## src/rtl/serial_link_if.sv

```systemverilog
// Serial link port signals: the MMU write/read bus, the serial IRQ line and the link pins.
// The slave modport is the view of the serial_link block itself.
interface serial_link_if;
   logic [15:0] iAddr;
   logic [7:0]  iData;
   logic        iWe;
   logic [7:0]  oData;
   logic        oInterrupt;
   logic        oSerialClock;
   logic        oSerialOut;
   logic        iSerialIn;
   logic        iSerialClock;

   modport master (
      output iAddr, iData, iWe, iSerialIn, iSerialClock,
      input  oData, oInterrupt, oSerialClock, oSerialOut
   );

   modport slave (
      input  iAddr, iData, iWe, iSerialIn, iSerialClock,
      output oData, oInterrupt, oSerialClock, oSerialOut
   );
endinterface

```

## src/rtl/serial_link.sv

```systemverilog
// Game Boy SB/SC serial port: shifts SB out MSB-first while shifting the partner's bits in, then raises a one-cycle IRQ.
// Register reads are zero-latency; the bus is never stalled, and an external-clock transfer waits indefinitely for pin edges.
module serial_link #(
   parameter int CLK_DIV = 512
) (
   input logic          iClock,
   input logic          iReset,
   serial_link_if.slave link
);
   localparam int DW = $clog2(CLK_DIV);
   localparam logic [DW-1:0] DIV_LAST = DW'(CLK_DIV - 1);
   localparam logic [DW-1:0] DIV_HALF = DW'(CLK_DIV / 2);

   typedef enum logic {IDLE, XFER} state_t;

   state_t       state, nxtState;
   logic [7:0]   sb, nxtSb;
   logic         sc0, nxtSc0;
   logic [2:0]   bitCnt, nxtBitCnt;
   logic [DW-1:0] divCnt, nxtDivCnt;
   logic         serClk, nxtSerClk;
   logic         serOut, nxtSerOut;
   logic         irq, nxtIrq;
   logic [1:0]   sinSync;
   logic [1:0]   sclkSync;
   logic         sclkPrev;

   logic wrSb, wrSc, fallEdge, riseEdge;

   assign wrSb = link.iWe && (link.iAddr == 16'hFF01);
   assign wrSc = link.iWe && (link.iAddr == 16'hFF02);

   // Internal mode takes its edges from the divider, external mode from the synchronized pin.
   assign fallEdge = (state == XFER) && (sc0 ? (divCnt == '0) : (sclkPrev && !sclkSync[1]));
   assign riseEdge = (state == XFER) && (sc0 ? (divCnt == DIV_HALF) : (!sclkPrev && sclkSync[1]));

   always_ff @(posedge iClock or negedge iReset) begin
      if (!iReset) begin
         state    <= IDLE;
         sb       <= 8'h00;
         sc0      <= 1'b0;
         bitCnt   <= 3'd0;
         divCnt   <= '0;
         serClk   <= 1'b1;
         serOut   <= 1'b1;
         irq      <= 1'b0;
         sinSync  <= 2'b11;
         sclkSync <= 2'b11;
         sclkPrev <= 1'b1;
      end else begin
         state    <= nxtState;
         sb       <= nxtSb;
         sc0      <= nxtSc0;
         bitCnt   <= nxtBitCnt;
         divCnt   <= nxtDivCnt;
         serClk   <= nxtSerClk;
         serOut   <= nxtSerOut;
         irq      <= nxtIrq;
         sinSync  <= {sinSync[0], link.iSerialIn};
         sclkSync <= {sclkSync[0], link.iSerialClock};
         sclkPrev <= sclkSync[1];
      end
   end

   always_comb begin
      nxtState  = state;
      nxtSb     = sb;
      nxtSc0    = sc0;
      nxtBitCnt = bitCnt;
      nxtDivCnt = divCnt;
      nxtSerClk = serClk;
      nxtSerOut = serOut;
      nxtIrq    = 1'b0;
      case (state)
         IDLE: begin
            if (wrSb) nxtSb = link.iData;
            if (wrSc) begin
               nxtSc0 = link.iData[0];
               if (link.iData[7]) begin
                  nxtState  = XFER;
                  nxtBitCnt = 3'd0;
                  nxtDivCnt = '0;
               end
            end
         end
         XFER: begin
            if (sc0) nxtDivCnt = (divCnt == DIV_LAST) ? '0 : divCnt + 1'b1;
            if (fallEdge) begin
               nxtSerOut = sb[7];
               if (sc0) nxtSerClk = 1'b0;
            end
            if (riseEdge) begin
               nxtSb     = {sb[6:0], sinSync[1]};
               nxtBitCnt = bitCnt + 3'd1;
               nxtSerClk = 1'b1;
            end
            // Completion wins over an abort landing in the same cycle.
            if (riseEdge && (bitCnt == 3'd7)) begin
               nxtState  = IDLE;
               nxtIrq    = 1'b1;
               nxtSerOut = 1'b1;
               nxtSerClk = 1'b1;
               nxtDivCnt = '0;
            end else if (wrSc && !link.iData[7]) begin
               nxtState  = IDLE;
               nxtSerOut = 1'b1;
               nxtSerClk = 1'b1;
               nxtDivCnt = '0;
               nxtBitCnt = 3'd0;
            end
         end
         default: nxtState = IDLE;
      endcase
   end

   always_comb begin
      link.oData = 8'hFF;
      if (link.iAddr == 16'hFF01)      link.oData = sb;
      else if (link.iAddr == 16'hFF02) link.oData = {(state == XFER), 6'b111111, sc0};
   end

   assign link.oInterrupt   = irq;
   assign link.oSerialClock = serClk;
   assign link.oSerialOut   = serOut;
endmodule
```

## src/flat_wrapper.sv

```systemverilog
// flat-port wrapper written by rule: the top's interface ports become plain ports
module serial_link_flat 
#(
   parameter int CLK_DIV = 512
)
  (iClock, iReset, link_iAddr, link_iData, link_iWe, link_iSerialIn, link_iSerialClock, link_oData, link_oInterrupt, link_oSerialClock, link_oSerialOut);
  serial_link_if link_i ();
  input logic iClock;
  input logic iReset;
  input wire logic [$bits(link_i.iAddr)-1:0] link_iAddr;
  input wire logic [$bits(link_i.iData)-1:0] link_iData;
  input wire logic [$bits(link_i.iWe)-1:0] link_iWe;
  input wire logic [$bits(link_i.iSerialIn)-1:0] link_iSerialIn;
  input wire logic [$bits(link_i.iSerialClock)-1:0] link_iSerialClock;
  output wire logic [$bits(link_i.oData)-1:0] link_oData;
  output wire logic [$bits(link_i.oInterrupt)-1:0] link_oInterrupt;
  output wire logic [$bits(link_i.oSerialClock)-1:0] link_oSerialClock;
  output wire logic [$bits(link_i.oSerialOut)-1:0] link_oSerialOut;
  assign link_i.iAddr = link_iAddr;
  assign link_i.iData = link_iData;
  assign link_i.iWe = link_iWe;
  assign link_i.iSerialIn = link_iSerialIn;
  assign link_i.iSerialClock = link_iSerialClock;
  assign link_oData = link_i.oData;
  assign link_oInterrupt = link_i.oInterrupt;
  assign link_oSerialClock = link_i.oSerialClock;
  assign link_oSerialOut = link_i.oSerialOut;
  serial_link #(.CLK_DIV(CLK_DIV)) u_core (.iClock(iClock), .iReset(iReset), .link(link_i));
endmodule
```

## config.mk

```make
export PLATFORM = sky130hd
export DESIGN_NAME = serial_link_flat
export DESIGN_NICKNAME = d
export VERILOG_FILES = /design/src/rtl/serial_link_if.sv /design/src/rtl/serial_link.sv /design/src/flat_wrapper.sv
export SDC_FILE = /design/constraint.sdc
export NUM_CORES = 1
export LEC_CHECK = 0
export CORE_MARGIN = 4
export CORE_UTILIZATION = 44
export DETAILED_ROUTE_END_ITERATION = 6
export PLACE_DENSITY = 0.75
export SETUP_SLACK_MARGIN = 0.15
export SLEW_MARGIN = 20
export SYNTH_ARGS = -nofsm -noshare
export SYNTH_HDL_FRONTEND = slang
export SYNTH_SLANG_ARGS = --single-unit
export TNS_END_PERCENT = 100
```

## constraint.sdc

```tcl
create_clock -name iClock -period 2.5 [get_ports iClock]
set_input_delay 0.5 -clock iClock [delete_from_list [all_inputs] [get_ports iClock]]
set_output_delay 0.5 -clock iClock [all_outputs]
set_load 0.01 [all_outputs]
```

==> flow_metrics.tcl, run 1 <==
set metrics [dict create \
    seq_area_frac_synth_pct 46.1 \
    crit_path_end_kind "output pin" \
    cts.sinks 30 \
    antenna_found_initial 0 \
    pwr-share-comb_pct 8.7 \
    drive_gt1_share_pct 34.9 \
    fp.coreArea_mm2 0.00347 \
    die_w_um 69.2 \
    drt_pass1_iterations 4 \
    synth_warnings 0 \
    overflow 0 \
    synth_top_area_cell "dfrtp_1" \
    grt_start_max_net_pins 31 \
    grtUsageTotal_pct 18.7 \
    n_antenna_cell 0 \
    net-switching-power_uw 210 \
    ys_top_cells_by_area "dfrtp_1 35%, dfstp_2 11%, mux2i_1 5.5%" \
    p_sw_share_pct 21.5 \
    place.detailed.hpwl_mm 2.91 \
    p_int_uw 768 \
    relSlewSlack_pct 69.1 \
    globalplace.congestion 0.891 \
    power.leakage_nw 1.04 \
    numCtsBuffers 5 \
    hold_viol 0 \
    cts_max_level 2 \
    via_per_inst 5.51 \
    crit_arrival_ps 2320 \
    placed_cell_area_mm2 0.00222 \
    grt_pass1_vias 1581 \
    path_cells "buf_6 -> or4_4 -> or4_4 -> buf_6 -> or3_4 -> buf_6" \
    drtIter0Drc 51 \
    setup_viol 13 \
    worst_path_most_repeated_cell "buf_6" \
    drv_cap 0 \
    start_util_pct 47.5 \
    worst_path_largest_cell_delay_ps 580 \
    clockPowerShare_pct 40.5 \
    min_path_type "flip-flop to flip-flop" \
    fmax_ghz 0.354 \
    period_share_pct 113 \
    status "finished with violations" \
    r2r-end "u_core.divCnt[7]" \
    drt-total-wl_mm 4.33 \
    cts-root-buf "clkbuf_8" \
    syn_to_final_growth_pct 52.4 \
    dieArea_mm2 0.00479 \
    crit_family "simple AND/OR/NAND/NOR gates" \
    ys_seq_elements 30 \
    critical_path_class "input port to output pin" \
    drv_slew 0 \
    rsz0062_at_grt "yes" \
    fin_ws_ps -322 \
    die_height_um 69.2 \
    synthArstFlopShare_pct 100 \
    clk_pin_slew_ps 60 \
    path_max_fanout 5 \
    design_area_mm2 0.00251 \
    vias 1533 \
    mappedNetlistArea_mm2 0.00165 \
    ctsHoldBuffers 0 \
    crit_end "link_oData[3]" \
    syn-num-nets 197 \
    clock_skew_ps 5.37 \
    violations "setup timing" \
    syn-instance-count 163 \
    drt-wirelength-per-cell_um 15.6 \
    nets 265 \
    path_depth 6 \
    cts.path.max_buffers 2 \
    numPortBuffers 39 \
    cp-startpoint "link_iAddr[7]" \
    critPathRequiredTime_ps 2000 \
    ioPinCount 40 \
    synth_ff_type "dfrtp_1" \
    ir_drop_mv 0.288 \
    netlist.area_leader.share_pct 34.9 \
    place_ws_ps -892 \
    num_rows 21 \
    cp_slowest_cell "or4_4" \
    grt_pass1_wl_mm 7.30 \
    synth_edf_count 0 \
    clock_latency_ps 280 \
    drc_errors 0 \
    cts_tree "done" \
    power_density_mw_per_mm2 390 \
    yosysUniqueCellTypes 40 \
    critPathBufInv 3 \
    cp-start-kind "input port" \
    tightest_slew_ps 460 \
    reg2reg_depth 10 \
    synth_area_per_cell_um2 10.1 \
    period_minus_slack_ps 2820 \
    r2r-start "u_core.divCnt[0]" \
    rrSetupSlack_ps 110 \
    antenna_left 0 \
    p_seq_share_pct 50.8 \
]
final cells by class:
type                       count  area (µm²)
clock buffer                   7        86.3
clock inverter                 1        5.00
fill                         251         957
inverter                       6        22.5
multi-input combinational    123         946
sequential                    30         759
tap                           46        57.6
timing repair buffer          65         634
worst min-delay path by stage:
| stage | slack, ps | end | cells after the start | from |
|---|---|---|---|---|
| after floorplan | 200 | u_core.bitCnt[0] | 0 | iReset |
| after global placement | 350 | u_core.sinSync[1] | 0 | u_core.sinSync[0] |
| after detailed placement | 350 | u_core.sclkSync[1] | 0 | u_core.sclkSync[0] |
| after CTS | 360 | u_core.sinSync[1] | 0 | u_core.sinSync[0] |
| after global routing | 360 | u_core.sinSync[1] | 0 | u_core.sinSync[0] |
| final | 350 | u_core.sinSync[1] | 0 | u_core.sinSync[0] |
worst register-to-register path, delay by kind of cell (launching register included):
kind	cells	cell delay, ps
buffers and inverters	1	170
AO/OA/AOI/OAI	3	650
flip-flops	1	380
adder cells (fa/ha/maj)	2	390
AND/OR/NAND/NOR	4	730
power by group through the flow:
stage / Combinational [mW] / Sequential (mW) / Clock, mW
after CTS: 0.0834 / 0.497 / 0.406
after global placement: 0.0820 / 0.505 / 0
after global routing: 0.0931 / 0.497 / 0.436
after floorplan: 0.0190 / 0.504 / 0
after detailed placement: 0.0843 / 0.505 / 0
final: 0.0852 / 0.497 / 0.396
through the flow:
stage | hold WS, ps | cells | setup TNS, ps | utilization [%] | power, mW
2_1_floorplan | 204 | 163 | -360 | - | 0.523
3_3_place_gp | 347 | 258 | -12880 | 64.0 | 0.587
4_1_cts | 356 | 271 | -2250 | 69.4 | 0.987
5_1_grt | 358 | 278 | -2480 | 72.4 | 1.03
6_report | 355 | 278 | -2040 | 72.4 | 0.978
3_5_place_dp | 348 | 258 | -13630 | 64.0 | 0.589
cells in the mapped netlist (2+ instances only):
cell type,number
mux2_2,2
o21ai_0,13
nand2b_1,4
dfrtp_1,23
o22ai_1,4
nor2_1,6
nand3b_1,2
nor2b_1,8
or4_4,2
inv_1,6
ha_1,5
and3_1,5
mux2i_1,9
or3_1,7
o21a_1,2
nand3_1,3
clkbuf_1,2
nand2_1,17
o21ai_1,5
nor3_1,2
a21oi_1,3
dfstp_2,7
a22o_1,8
nand4b_1,2
registers in the layout (all words and copies together), names as in the netlist:
register	flops
u_core.bitCnt	3
u_core.divCnt	9
u_core.link.oInterrupt	1
u_core.link.oSerialClock	1
u_core.link.oSerialOut	1
u_core.sb	8
u_core.sc0	1
u_core.sclkPrev	1
u_core.sclkSync	2
u_core.sinSync	2
u_core.state	1
metal layers:
metal  wire (µm)  global-route usage, %  share of wire, %
met1        1720                   21.9                40
met4          74                   6.07               1.7
met3         230                   5.80               5.3
met5           0                      0                 0
met2        2300                   32.5                53
placed cells by master (no fill, tap or decap), drive strengths merged, types with 2 or more instances in the layout:
master	n
nor3	2
and3	5
o22ai	4
clkbuf	7
or3	7
nor2	6
nor2b	8
a21oi	3
ha	5
or4	2
mux2	2
dfstp	7
nor4	2
dfrtp	23
o21a	2
clkdlybuf4s50	26
o21ai	18
a22o	8
nand3b	2
nand2b	4
nand2	17
inv	6
buf	37
nand4b	2
mux2i	9
nand3	3
cells by family after synthesis:
logic type | synth area share [%]
AOI/OAI and AO/OA | 17.8
adders and majority gates | 3.80
xor gates and xnor gates | 0.532
and+or+nand+nor | 22.2
DFF | 46.1
muxes | 6.83
buffers and inverters | 2.73
timing repair:
item                                    in CTS  in global routing
endpoints found under the setup margin      31                 18
gates resized for setup                     62                 17
endpoints found under the hold margin        0                  0
pin swaps                                    8                 12
gates cloned                                 1                  0
setup buffers                                4                  7
(Power assumes the default switching activity.)
==> inputs of run 2 (changes only) <==
--- a/constraint.sdc
+++ b/constraint.sdc
@@ -3,2 +3,2 @@
 set_output_delay 0.5 -clock iClock [all_outputs]
-set_load 0.01 [all_outputs]
+set_load 0.05 [all_outputs]
==> run 2 against run 1 <==
Net effect: the run still ends with setup timing left; via count fell by 1.3%; final cell count is 1.1% lower; first-iteration DRC count grew 2.0%; clock-buffer cell count is the same; register-to-register slack improved by 70 ps; clock skew grew 2.7 ps; setup slack improved by 69 ps; critical path depth is 1 lower; combinational power fell by 5.4%; design area fell by 1.1%; clock power about the same; critical path type unchanged; largest power group unchanged.
==> flow_metrics.tcl, run 2 (synthesized netlist as in run 1, its figures left out) <==
set metrics [dict create \
    status "finished with violations" \
    violations "setup timing" \
    drt-wirelength-per-cell_um 14.8 \
    tns_ps -1490 \
    num-fill-cells 259 \
    relSlewSlack_pct 62.9 \
    rsz0062_at_grt "yes" \
    place_ws_ps -610 \
    grt_pass1_wl_mm 7.06 \
    final_cell_mix "23 x clkdlybuf4s50_1, 23 x dfrtp_1, 20 x buf_4, 15 x nand2_1, 12 x o21ai_0" \
    num_rows 21 \
    syn_to_final_growth_pct 50.7 \
    worst_path_most_repeated_cell "or4_4" \
    nets 262 \
    drive_gt1_share_pct 32.8 \
    reg2reg_depth 9 \
    drv_cap 0 \
    cp-start-kind "input port" \
    setup_viol 6 \
    die_height_um 69.2 \
    clk_pin_slew_ps 60 \
    cts-root-buf "clkbuf_8" \
    seq_area_um2 759 \
    crit_path_end_kind "output pin" \
    cp_slowest_cell "or4_4" \
    die_w_um 69.2 \
    r2r-end "u_core.divCnt[0]" \
    largest-register "u_core.divCnt" \
    place.detailed.hpwl_mm 2.94 \
    cts.path.max_buffers 2 \
    worst_path_largest_cell_delay_ps 590 \
    critPathBufInv 2 \
    hold_path_depth 0 \
    critical_path_class "input port to output pin" \
    pwr-share-comb_pct 8.3 \
    dieArea_mm2 0.00479 \
    grt_pass1_vias 1605 \
    hold_viol 0 \
    crit_arrival_ps 2250 \
    fin_ws_ps -253 \
    fp.coreArea_mm2 0.00347 \
    start_util_pct 47.5 \
    routed.top_layer "met4" \
    grt_start_max_net_pins 31 \
    power_density_mw_per_mm2 393 \
    rrSetupSlack_ps 180 \
    clock_skew_ps 8.09 \
    net-switching-power_uw 213 \
    route.met3.wl_um 218 \
    via_per_inst 5.50 \
    cts_max_level 2 \
    globalplace.congestion 0.856 \
    hold_path_end "u_core.sinSync[1]" \
    numCtsBuffers 5 \
    multi_input_area_um2 955 \
    overflow 0 \
    period_minus_slack_ps 2750 \
    vias 1513 \
    largest_reg_flops 9 \
    critPathRequiredTime_ps 2000 \
    drtIter0Drc 52 \
    route.met2.wl_mm 2.10 \
    drv_slew 0 \
    drt_pass1_iterations 4 \
    n_antenna_cell 0 \
    cts.sinks 30 \
    ir_drop_mv 0.333 \
    p_int_uw 763 \
    ioPinCount 40 \
    clock_latency_ps 280 \
    antenna_found_initial 0 \
    drc_errors 0 \
    drt-total-wl_mm 4.08 \
    utilization_pct 71.6 \
    p_sw_share_pct 21.8 \
    fmax_ghz 0.363 \
    path_max_fanout 7 \
    biggestRegsByFlops "u_core.divCnt x9, u_core.sb x8, u_core.bitCnt x3" \
    path_cells "buf_6 -> or4_4 -> or4_4 -> or3_4 -> buf_8" \
    path_depth 5 \
    grtUsageTotal_pct 18.0 \
    numPortBuffers 39 \
    p_seq_share_pct 50.9 \
    cts_tree "done" \
    antenna_left 0 \
    min_path_type "flip-flop to flip-flop" \
    period_share_pct 110 \
    crit_family "simple AND/OR/NAND/NOR gates" \
    power.leakage_nw 1.04 \
    r2r-start "u_core.divCnt[1]" \
    m1WireLength_mm 1.71 \
    hold_ws_ps 356 \
    clockPowerShare_pct 40.9 \
    tightest_slew_ps 557 \
    worstHoldStart "u_core.sinSync[0]" \
]
run 2: changes by cell type in the layout (fill, tap and decap cells not counted), moves of 3 or more:
cell	change
o21ai_1	+5
o21ai_2	-5
clkdlybuf4s50_1	-3
dlygate4sd2_1	+3
buf_6	-8
buf_8	+5
run 2: through the flow:
stage / cells / power, mW / instance area [µm²]
after floorplan: 163 / 0.524 / 1680
after global placement: 256 / 0.586 / 2190
after detailed placement: 256 / 0.587 / 2190
after CTS: 269 / 0.985 / 2380
after global routing: 275 / 1.02 / 2480
final: 275 / 0.976 / 2480
run 2: worst register-to-register path: cells and delay by family, from the launching register on:
family                     cells  cell delay [ps]
DFF                            1              390
adders and majority gates      2              360
AOI/OAI and AO/OA              2              440
and+or+nand+nor                5             1050
run 2: worst max-delay path by stage:
| stage | endpoint | slack (ps) | from |
|---|---|---|---|
| floorplan | link_oData[1] | -140 | link_iAddr[5] |
| global placement | link_oData[1] | -580 | link_iAddr[5] |
| detailed placement | link_oData[2] | -610 | link_iAddr[5] |
| CTS | link_oData[2] | -300 | link_iAddr[6] |
| global route | link_oData[1] | -280 | link_iAddr[6] |
| finish | link_oData[1] | -250 | link_iAddr[6] |
run 2: area by class of cell:
class / count / area share (%)
clock buffer: 7 / 3.48
clock inverter: 1 / 0.202
inverter: 6 / 0.907
multi-input combinational: 123 / 38.4
sequential: 30 / 30.6
tap: 46 / 2.32
timing repair buffer: 62 / 24.1
run 2: per-layer routing:
metal | track usage, % | vias up
met5 | 0 | -
met4 | 5.42 | 0
met3 | 5.94 | 5
met2 | 31.8 | 45
met1 | 20.4 | 729
li1 | - | 734
run 2: power by group through the flow:
stage / Clock (mW) / Sequential, mW / Combinational [mW]
after floorplan: 0 / 0.504 / 0.0194
after global placement: 0 / 0.505 / 0.0806
after detailed placement: 0 / 0.505 / 0.0824
after CTS: 0.408 / 0.497 / 0.0800
after global routing: 0.435 / 0.497 / 0.0879
final: 0.399 / 0.497 / 0.0806
run 2: timing repair:
item	4_1_cts	5_1_grt
buffers inserted	5	6
setup endpoints to repair	22	17
resized for setup	37	11
hold buffers	0	0
pin swaps	7	9
